==> src/rtl/otter_pkg.sv <==
// Shared OTTER definitions: opcode and control-unit state encodings, SYS func3 values.
// Used by both the combinational decoder and the control-unit sequencer.
package otter_pkg;

    typedef enum logic [6:0] {
        LUI    = 7'b0110111,
        AUIPC  = 7'b0010111,
        JAL    = 7'b1101111,
        JALR   = 7'b1100111,
        BRANCH = 7'b1100011,
        LOAD   = 7'b0000011,
        STORE  = 7'b0100011,
        OP_IMM = 7'b0010011,
        OP_RG3 = 7'b0110011,
        SYS    = 7'b1110011
    } opcode_t;

    typedef enum logic [2:0] {
        INIT  = 3'd0,
        FETCH = 3'd1,
        EXEC  = 3'd2,
        WB    = 3'd3,
        INTR  = 3'd4
    } cu_state_t;

    localparam logic [2:0] F3_PRIV  = 3'b000;
    localparam logic [2:0] F3_CSRRW = 3'b001;
    localparam logic [2:0] F3_CSRRS = 3'b010;
    localparam logic [2:0] F3_CSRRC = 3'b011;

    // True for the three SYS func3 codes that read-modify-write a CSR.
    function automatic logic is_csr_op(input logic [2:0] f3);
        return (f3 == F3_CSRRW) || (f3 == F3_CSRRS) || (f3 == F3_CSRRC);
    endfunction

endpackage

==> src/rtl/otter_cu_fsm_if.sv <==
// Control-unit bundle: instruction fields and interrupt inputs in, timed enables out.
// The master side is the sequencer; the slave side is the datapath.
interface otter_cu_fsm_if;
    logic [6:0] opcode;
    logic [2:0] func3;
    logic       intr;
    logic       mie;

    logic       PC_WE;
    logic       RF_WE;
    logic       memWE2;
    logic       memRDEN1;
    logic       memRDEN2;
    logic       reset;
    logic       csr_WE;
    logic       int_taken;
    logic       mret_exec;

    modport master (
        input  opcode, func3, intr, mie,
        output PC_WE, RF_WE, memWE2, memRDEN1, memRDEN2,
               reset, csr_WE, int_taken, mret_exec
    );

    modport slave (
        output opcode, func3, intr, mie,
        input  PC_WE, RF_WE, memWE2, memRDEN1, memRDEN2,
               reset, csr_WE, int_taken, mret_exec
    );
endinterface

==> src/rtl/otter_cu_fsm.sv <==
// OTTER multicycle sequencer: steps each instruction through INIT/FETCH/EXEC/WB/INTR
// and produces unregistered write/read enables, datapath reset and trap strobes.
module otter_cu_fsm
    import otter_pkg::*;
#(
    parameter bit INTR_EN = 1'b1
) (
    input  logic           clk,
    input  logic           RST,
    otter_cu_fsm_if.master cu
);

    cu_state_t state_reg;
    cu_state_t state_next;
    logic      intr_pend;

    // Sampled only in the cycle that completes an instruction; intr is never latched.
    assign intr_pend = INTR_EN && cu.intr && cu.mie;

    always_ff @(posedge clk) begin
        if (RST) begin
            state_reg <= INIT;
        end else begin
            state_reg <= state_next;
        end
    end

    always_comb begin
        state_next   = state_reg;
        cu.PC_WE     = 1'b0;
        cu.RF_WE     = 1'b0;
        cu.memWE2    = 1'b0;
        cu.memRDEN1  = 1'b0;
        cu.memRDEN2  = 1'b0;
        cu.reset     = 1'b0;
        cu.csr_WE    = 1'b0;
        cu.int_taken = 1'b0;
        cu.mret_exec = 1'b0;

        case (state_reg)
            INIT: begin
                cu.reset   = 1'b1;
                state_next = FETCH;
            end

            FETCH: begin
                cu.memRDEN1 = 1'b1;
                state_next  = EXEC;
            end

            EXEC: begin
                if (cu.opcode == LOAD) begin
                    // Load data arrives a cycle later, so the PC holds until WB.
                    cu.memRDEN2 = 1'b1;
                    state_next  = WB;
                end else begin
                    cu.PC_WE = 1'b1;
                    case (cu.opcode)
                        STORE: begin
                            cu.memWE2 = 1'b1;
                        end
                        LUI, AUIPC, JAL, JALR, OP_IMM, OP_RG3: begin
                            cu.RF_WE = 1'b1;
                        end
                        SYS: begin
                            if (cu.func3 == F3_PRIV) begin
                                cu.mret_exec = 1'b1;
                            end else if (is_csr_op(cu.func3)) begin
                                cu.csr_WE = 1'b1;
                                cu.RF_WE  = 1'b1;
                            end
                        end
                        default: begin
                            // BRANCH and illegal opcodes only advance the PC.
                        end
                    endcase
                    state_next = intr_pend ? INTR : FETCH;
                end
            end

            WB: begin
                cu.RF_WE   = 1'b1;
                cu.PC_WE   = 1'b1;
                state_next = intr_pend ? INTR : FETCH;
            end

            INTR: begin
                // MIE is cleared by the CSR file on int_taken, so no re-sample here.
                cu.int_taken = 1'b1;
                cu.PC_WE     = 1'b1;
                state_next   = FETCH;
            end

            default: begin
                state_next = INIT;
            end
        endcase
    end

endmodule

==> src/flat_wrapper.sv <==
// flat-port wrapper written by rule: the top's interface ports become plain ports
module otter_cu_fsm_flat import otter_pkg::*;
#(
    parameter bit INTR_EN = 1'b1
)
  (clk, RST, cu_opcode, cu_func3, cu_intr, cu_mie, cu_PC_WE, cu_RF_WE, cu_memWE2, cu_memRDEN1, cu_memRDEN2, cu_reset, cu_csr_WE, cu_int_taken, cu_mret_exec);
  otter_cu_fsm_if cu_i ();
  input  logic clk;
  input  logic RST;
  input wire logic [$bits(cu_i.opcode)-1:0] cu_opcode;
  input wire logic [$bits(cu_i.func3)-1:0] cu_func3;
  input wire logic [$bits(cu_i.intr)-1:0] cu_intr;
  input wire logic [$bits(cu_i.mie)-1:0] cu_mie;
  output wire logic [$bits(cu_i.PC_WE)-1:0] cu_PC_WE;
  output wire logic [$bits(cu_i.RF_WE)-1:0] cu_RF_WE;
  output wire logic [$bits(cu_i.memWE2)-1:0] cu_memWE2;
  output wire logic [$bits(cu_i.memRDEN1)-1:0] cu_memRDEN1;
  output wire logic [$bits(cu_i.memRDEN2)-1:0] cu_memRDEN2;
  output wire logic [$bits(cu_i.reset)-1:0] cu_reset;
  output wire logic [$bits(cu_i.csr_WE)-1:0] cu_csr_WE;
  output wire logic [$bits(cu_i.int_taken)-1:0] cu_int_taken;
  output wire logic [$bits(cu_i.mret_exec)-1:0] cu_mret_exec;
  assign cu_i.opcode = cu_opcode;
  assign cu_i.func3 = cu_func3;
  assign cu_i.intr = cu_intr;
  assign cu_i.mie = cu_mie;
  assign cu_PC_WE = cu_i.PC_WE;
  assign cu_RF_WE = cu_i.RF_WE;
  assign cu_memWE2 = cu_i.memWE2;
  assign cu_memRDEN1 = cu_i.memRDEN1;
  assign cu_memRDEN2 = cu_i.memRDEN2;
  assign cu_reset = cu_i.reset;
  assign cu_csr_WE = cu_i.csr_WE;
  assign cu_int_taken = cu_i.int_taken;
  assign cu_mret_exec = cu_i.mret_exec;
  otter_cu_fsm #(.INTR_EN(INTR_EN)) u_core (.clk(clk), .RST(RST), .cu(cu_i));
endmodule
==> config.mk <==
export PLATFORM = sky130hd
export DESIGN_NAME = otter_cu_fsm_flat
export DESIGN_NICKNAME = d
export VERILOG_FILES = /design/src/rtl/otter_pkg.sv /design/src/rtl/otter_cu_fsm_if.sv /design/src/rtl/otter_cu_fsm.sv /design/src/flat_wrapper.sv
export SDC_FILE = /design/constraint.sdc
export NUM_CORES = 1
export LEC_CHECK = 0
export BUFFER_PORTS_ARGS = -buffer_cell sky130_fd_sc_hd__buf_2
export CAP_MARGIN = 0
export CORE_AREA = 4 4 41 43
export DETAILED_ROUTE_END_ITERATION = 10
export DIE_AREA = 0 0 45 47
export HOLD_SLACK_MARGIN = 0.06
export PLACE_DENSITY_LB_ADDON = 0.1
export SLEW_MARGIN = 5
export SYNTH_ARGS = -nofsm -noshare
export SYNTH_HDL_FRONTEND = slang
export SYNTH_SLANG_ARGS = --single-unit
==> constraint.sdc <==
create_clock -name clk -period 4.15 [get_ports clk]
set_clock_uncertainty 0.2 [all_clocks]
set_input_delay 0.2075 -clock clk [delete_from_list [all_inputs] [get_ports clk]]
set_output_delay 0.2075 -clock clk [all_outputs]
set_load 0.01 [all_outputs]
==> reports/qor.yml, run 1 <==
max-slew-margin-rel_pct: 79.5
grt_pass1_vias: 346
die_y_um: 47
synth-seq-area-share_pct: 20.6
dp.final_hpwl_um: 719
drtIter0Drc: 7
detail_route.wirelength_um: 862
start_kind: "flop"
floorplan.die.width_um: 45
largest_register_ff_count: 3
clkTransAtPathRegs_ps: 30
post-route-min-period_ps: 1750
synthDistinctLibCells: 24
grt_remaining_overflow: 0
synth_top_cell_by_area: "dfxtp_1"
ctsRootBufferMaster: "clkbuf_4"
max_clock_freq_mhz: 570
min_delay_path_depth: 3
timing.critical_path.fanout_max: 8
synth_warnings: 0
worst_vdd_rail_ir_drop_mv: 0.138
fin_tns_setup_ps: 0
synth_area_leaders: "dfxtp_1 21%, and4b_1 6.9%, nor2_1 6.4%"
grt_first_pass_wirelength_um: 1440
detail_route.first_pass.iterations: 3
netlist_area_um2: 292
dieArea_um2: 2120
antenna_violating_nets_remaining: 0
hold_viol_final: 0
tightest_slew_ps: 307
grt_max_degree: 9
detail_route.drc_violations: 0
initial_core_util_pct: 22.4
cts_setup_buffers: 0
sum_of_internal_switching_and_leakage_power_uw: 118
tritoncts: "done"
ff2ff_path_depth: 3
grt_usage_pct: 9.84
avgSynthCellArea_um2: 7.67
synth_fp_nets: 52
final_cell_mix: "22 x buf_2, 5 x nor2_1, 4 x inv_1, 4 x nand2_1"
io_pins: 23
layout_worst_path_cycle_share_pct: 42.3
critPathKind: "flop to output pin"
route.detailed.wl_per_inst_um: 10.8
vias: 373
area_delta_synth_final_pct: 56.7
grt_antenna_before_repair: 0
worstSkewPairLatency_ps: 240
core_area_um2: 1300
port_buffers: 22
globalplace.congestion: 0.694
h_tree_depth: 1
drive_gt1_share_pct: 46.2
final-setup-viol-count: 0
grt_setup_unrepaired: "false"
end_kind: "output pin"
n_antenna_cell: 0
outcome: "complete, no violations"
power_density_nw_per_um2: 258
most_common_cell_after_layout_fill_and_taps_aside: "buf_2"
clock_sink_count: 3
synth_largest_type_area_fraction_pct: 20.6
timing.hold.worst.class: "input port to flop"
slew_viol_final: 0
worst-endpoint-required_ps: 3740
max-clock-path-buffers: 2
arrival_ps: 1350
p_leak_uw: 0.000252
num-nets-final: 80
placement_rows: 13
cts_inserted_buffers: 3
post_cts_resized: 0
ys_seq_elements: 3
postSynthCellCount: 38
max-cap-violations: 0
route.detailed.vias_per_inst: 4.66
## per-layer routing
| metal | GRT usage, % | wire length (um) | vias to the layer above |
|---|---|---|---|
| met3 | 5.75 | 122 | 0 |
| li1 | - | - | 199 |
| met2 | 13.8 | 355 | 22 |
| met5 | 0 | 0 | - |
| met4 | 5.26 | 0 | 0 |
| met1 | 11.7 | 384 | 152 |
## cell type report
class	instances	area [um^2]
Tap cell	15	18.8
Timing Repair Buffer	23	120
Sequential cell	3	60.1
Clock buffer	4	26.3
Inverter	5	18.8
Multi-Input combinational cell	30	213
Fill cell	156	845
## through the flow
stage | hold WS (ps) | worst slack [ps] | utilization [%] | cells | cell area (um^2)
2_1_floorplan | 73.7 | 2750 | - | 38 | 292
3_3_place_gp | 231 | 2610 | 32.3 | 75 | 420
3_5_place_dp | 231 | 2600 | 32.3 | 75 | 420
4_1_cts | 68.9 | 2370 | 35.1 | 80 | 457
5_1_grt | 69.3 | 2260 | 35.1 | 80 | 457
6_report | 69.9 | 2400 | 35.1 | 80 | 457
## synth_stat cells
cell type and instances:
nand2b_1 1, nand2_1 4, a21oi_1 2, a221oi_2 1, a41o_1 1, nor3b_1 1
or3_4 1, inv_2 1, a31oi_1 1, dfxtp_1 3, or2_1 1, nand3_1 1
nor3_1 1, o211ai_1 1, and4_1 1, nor2_1 5, nor3b_2 1, inv_1 4
and4bb_1 1, nor2b_1 1, and4b_1 2, nand3b_1 1, nand4_1 1, a2111oi_2 1
## kinds of logic (layout without fill, tap and decap cells)
| group | after synthesis | after routing | share of synthesized area, % |
|---|---|---|---|
| buf+inv | 5 | 32 | 6.44 |
| simple gates | 23 | 23 | 51.1 |
| compound gates | 7 | 7 | 21.9 |
| flops | 3 | 3 | 20.6 |
## final timing paths
kind | from | endpoint | slack [ps]
min | cu_mie | u_core.state_reg[2] | 70
min reg2reg | u_core.state_reg[2] | u_core.state_reg[1] | 430
max reg2reg | u_core.state_reg[2] | u_core.state_reg[1] | 2720
max | u_core.state_reg[2] | cu_RF_WE | 2400
## power breakdown
group | total (uW) | internal (uW) | switching (uW)
Sequential | 34.1 | 31.1 | 3.03
Clock | 51.7 | 36.1 | 15.6
Combinational | 32.2 | 16.2 | 16.0
Total | 118 | 83.3 | 34.7
## what timing repair did
action / CTS / global route
hold buffers: 1 / 0
hold endpoints to repair: 3 / 0
endpoints found under the setup margin: 0 / 0
## critical path, stage by stage, from the launching register on
cell,delay [ps]
dfxtp_1,390
nand2b_1,190
a41o_1,240
a31oi_1,150
buf_2,150
Note: power is estimated with default switching activity, not from simulation.
==> inputs of run 2 (changes only) <==
- clock period: 4.15 -> 1.8 ns (I/O delays scaled with it)
==> reports/qor.yml, run 2 (same netlist as run 1, synthesis figures left out) <==
final_cell_mix: "22 x buf_2, 5 x nor2_1, 5 x dlygate4sd3_1"
cp_num_buf_inv: 3
end_kind: "flop"
worstSkewPairLatency_ps: 230
cp_cell_sequence: "dlygate4sd3_1, buf_2, nand2_1, dlygate4sd3_1, a2111oi_2"
timing.critical_path.fanout_max: 2
crit_family: "buffers and inverters"
port_buffers: 22
grt_pass1_vias: 370
fin_tns_setup_ps: 0
dieArea_um2: 2120
detail_route.drc_violations: 0
io_pins: 23
layout_worst_path_cycle_share_pct: 96.4
initial_core_util_pct: 22.4
most_common_cell_after_layout_fill_and_taps_aside: "buf_2"
setup_ws_ps: 64.1
ctsRootBufferMaster: "clkbuf_4"
finish.instance_area_um2: 497
route.detailed.vias_per_inst: 4.63
dp.final_hpwl_um: 707
slew_viol_final: 0
placement_rows: 13
final_core_utilization_pct: 38.2
grt_first_pass_wirelength_um: 1480
outcome: "complete, no violations"
floorplan.die.width_um: 45
timing.critical_path.mode_cell: "dlygate4sd3_1"
timing.hold.ws_ps: 106
max-cap-violations: 0
cts_inserted_buffers: 3
start_kind: "input port"
core_area_um2: 1300
largest_register_ff_count: 3
max-clock-path-buffers: 2
final-setup-viol-count: 0
critPathKind: "input port to flop"
grt_max_degree: 9
worst_vdd_rail_ir_drop_mv: 0.267
vias: 389
p_leak_uw: 0.000267
grt_setup_unrepaired: "false"
n_fill_cell: 146
clkTransAtPathRegs_ps: 40
drtIter0Drc: 4
max-slew-margin-rel_pct: 79.7
clock_sink_count: 3
arrival_ps: 1670
tritoncts: "done"
tightest_slew_ps: 305
power_density_nw_per_um2: 558
grt_antenna_before_repair: 0
timing.hold.worst.class: "input port to flop"
h_tree_depth: 1
cts_setup_buffers: 0
globalplace.congestion: 0.654
max_clock_freq_mhz: 576
worst-endpoint-required_ps: 1730
die_y_um: 47
num-nets-final: 84
post-route-min-period_ps: 1740
grt_usage_pct: 10.0
detail_route.wirelength_um: 886
area_delta_synth_final_pct: 70.4
drive_gt1_share_pct: 43.5
detail_route.first_pass.iterations: 3
placement.cell_area_um2: 420
cts-hold-fix-buffers: 5
hold_viol_final: 0
post_cts_resized: 0
n_antenna_cell: 0
placement_stage_worst_setup_slack_ps: 399
antenna_violating_nets_remaining: 0
critical_path.max_stage_delay_ps: 570
crit_slowest_cell: "dlygate4sd3_1"
route.detailed.wl_per_inst_um: 10.5
grt_remaining_overflow: 0
==> run 2: final timing paths <==
check                                         start             endpoint  slack, ps  cells after the start
worst min-delay path                   cu_opcode[6]  u_core.state_reg[0]        110                      4
worst max-delay path                        cu_intr  u_core.state_reg[2]         60                      5
worst min register to register  u_core.state_reg[1]  u_core.state_reg[1]        440                      2
worst max register to register  u_core.state_reg[2]  u_core.state_reg[1]        380                      3
==> run 2: through the flow <==
| stage | total power (uW) | instances |
|---|---|---|
| after detailed placement | 154 | 75 |
| after floorplan | 120 | 38 |
| after global routing | 304 | 84 |
| after CTS | 287 | 84 |
| after global placement | 154 | 75 |
| final | 277 | 84 |
==> run 2: worst min-delay path, stage by stage <==
cell	delay (ps)
buf_2	100
nor2_1	60
nand4_1	150
a21oi_1	80
==> run 2: layer usage <==
layer | GRT usage [%] | vias to the layer above | share of wire, %
met5 | 0 | - | 0
met4 | 8.77 | 0 | 0
met3 | 3.45 | 0 | 11
met2 | 16.4 | 21 | 46
met1 | 10.2 | 163 | 43
li1 | - | 205 | -
==> run 2: final cells by class <==
class                      instances  area (um^2)  area share (%)
clock buffer                       4         26.3            5.29
inverter                           5         18.8            3.78
multi-input combinational         30          213            42.8
sequential                         3         60.1            12.1
tap                               15         18.8            3.78
timing repair buffer              27          160            32.2
==> run 2: power by group <==
group / leakage [uW] / total (uW) / internal, uW / switching [uW]
Sequential: 0.0000247 / 78.6 / 71.7 / 6.88
Combinational: 0.000227 / 81.6 / 43.0 / 38.7
Clock: 0.0000150 / 117 / 83.0 / 34.1
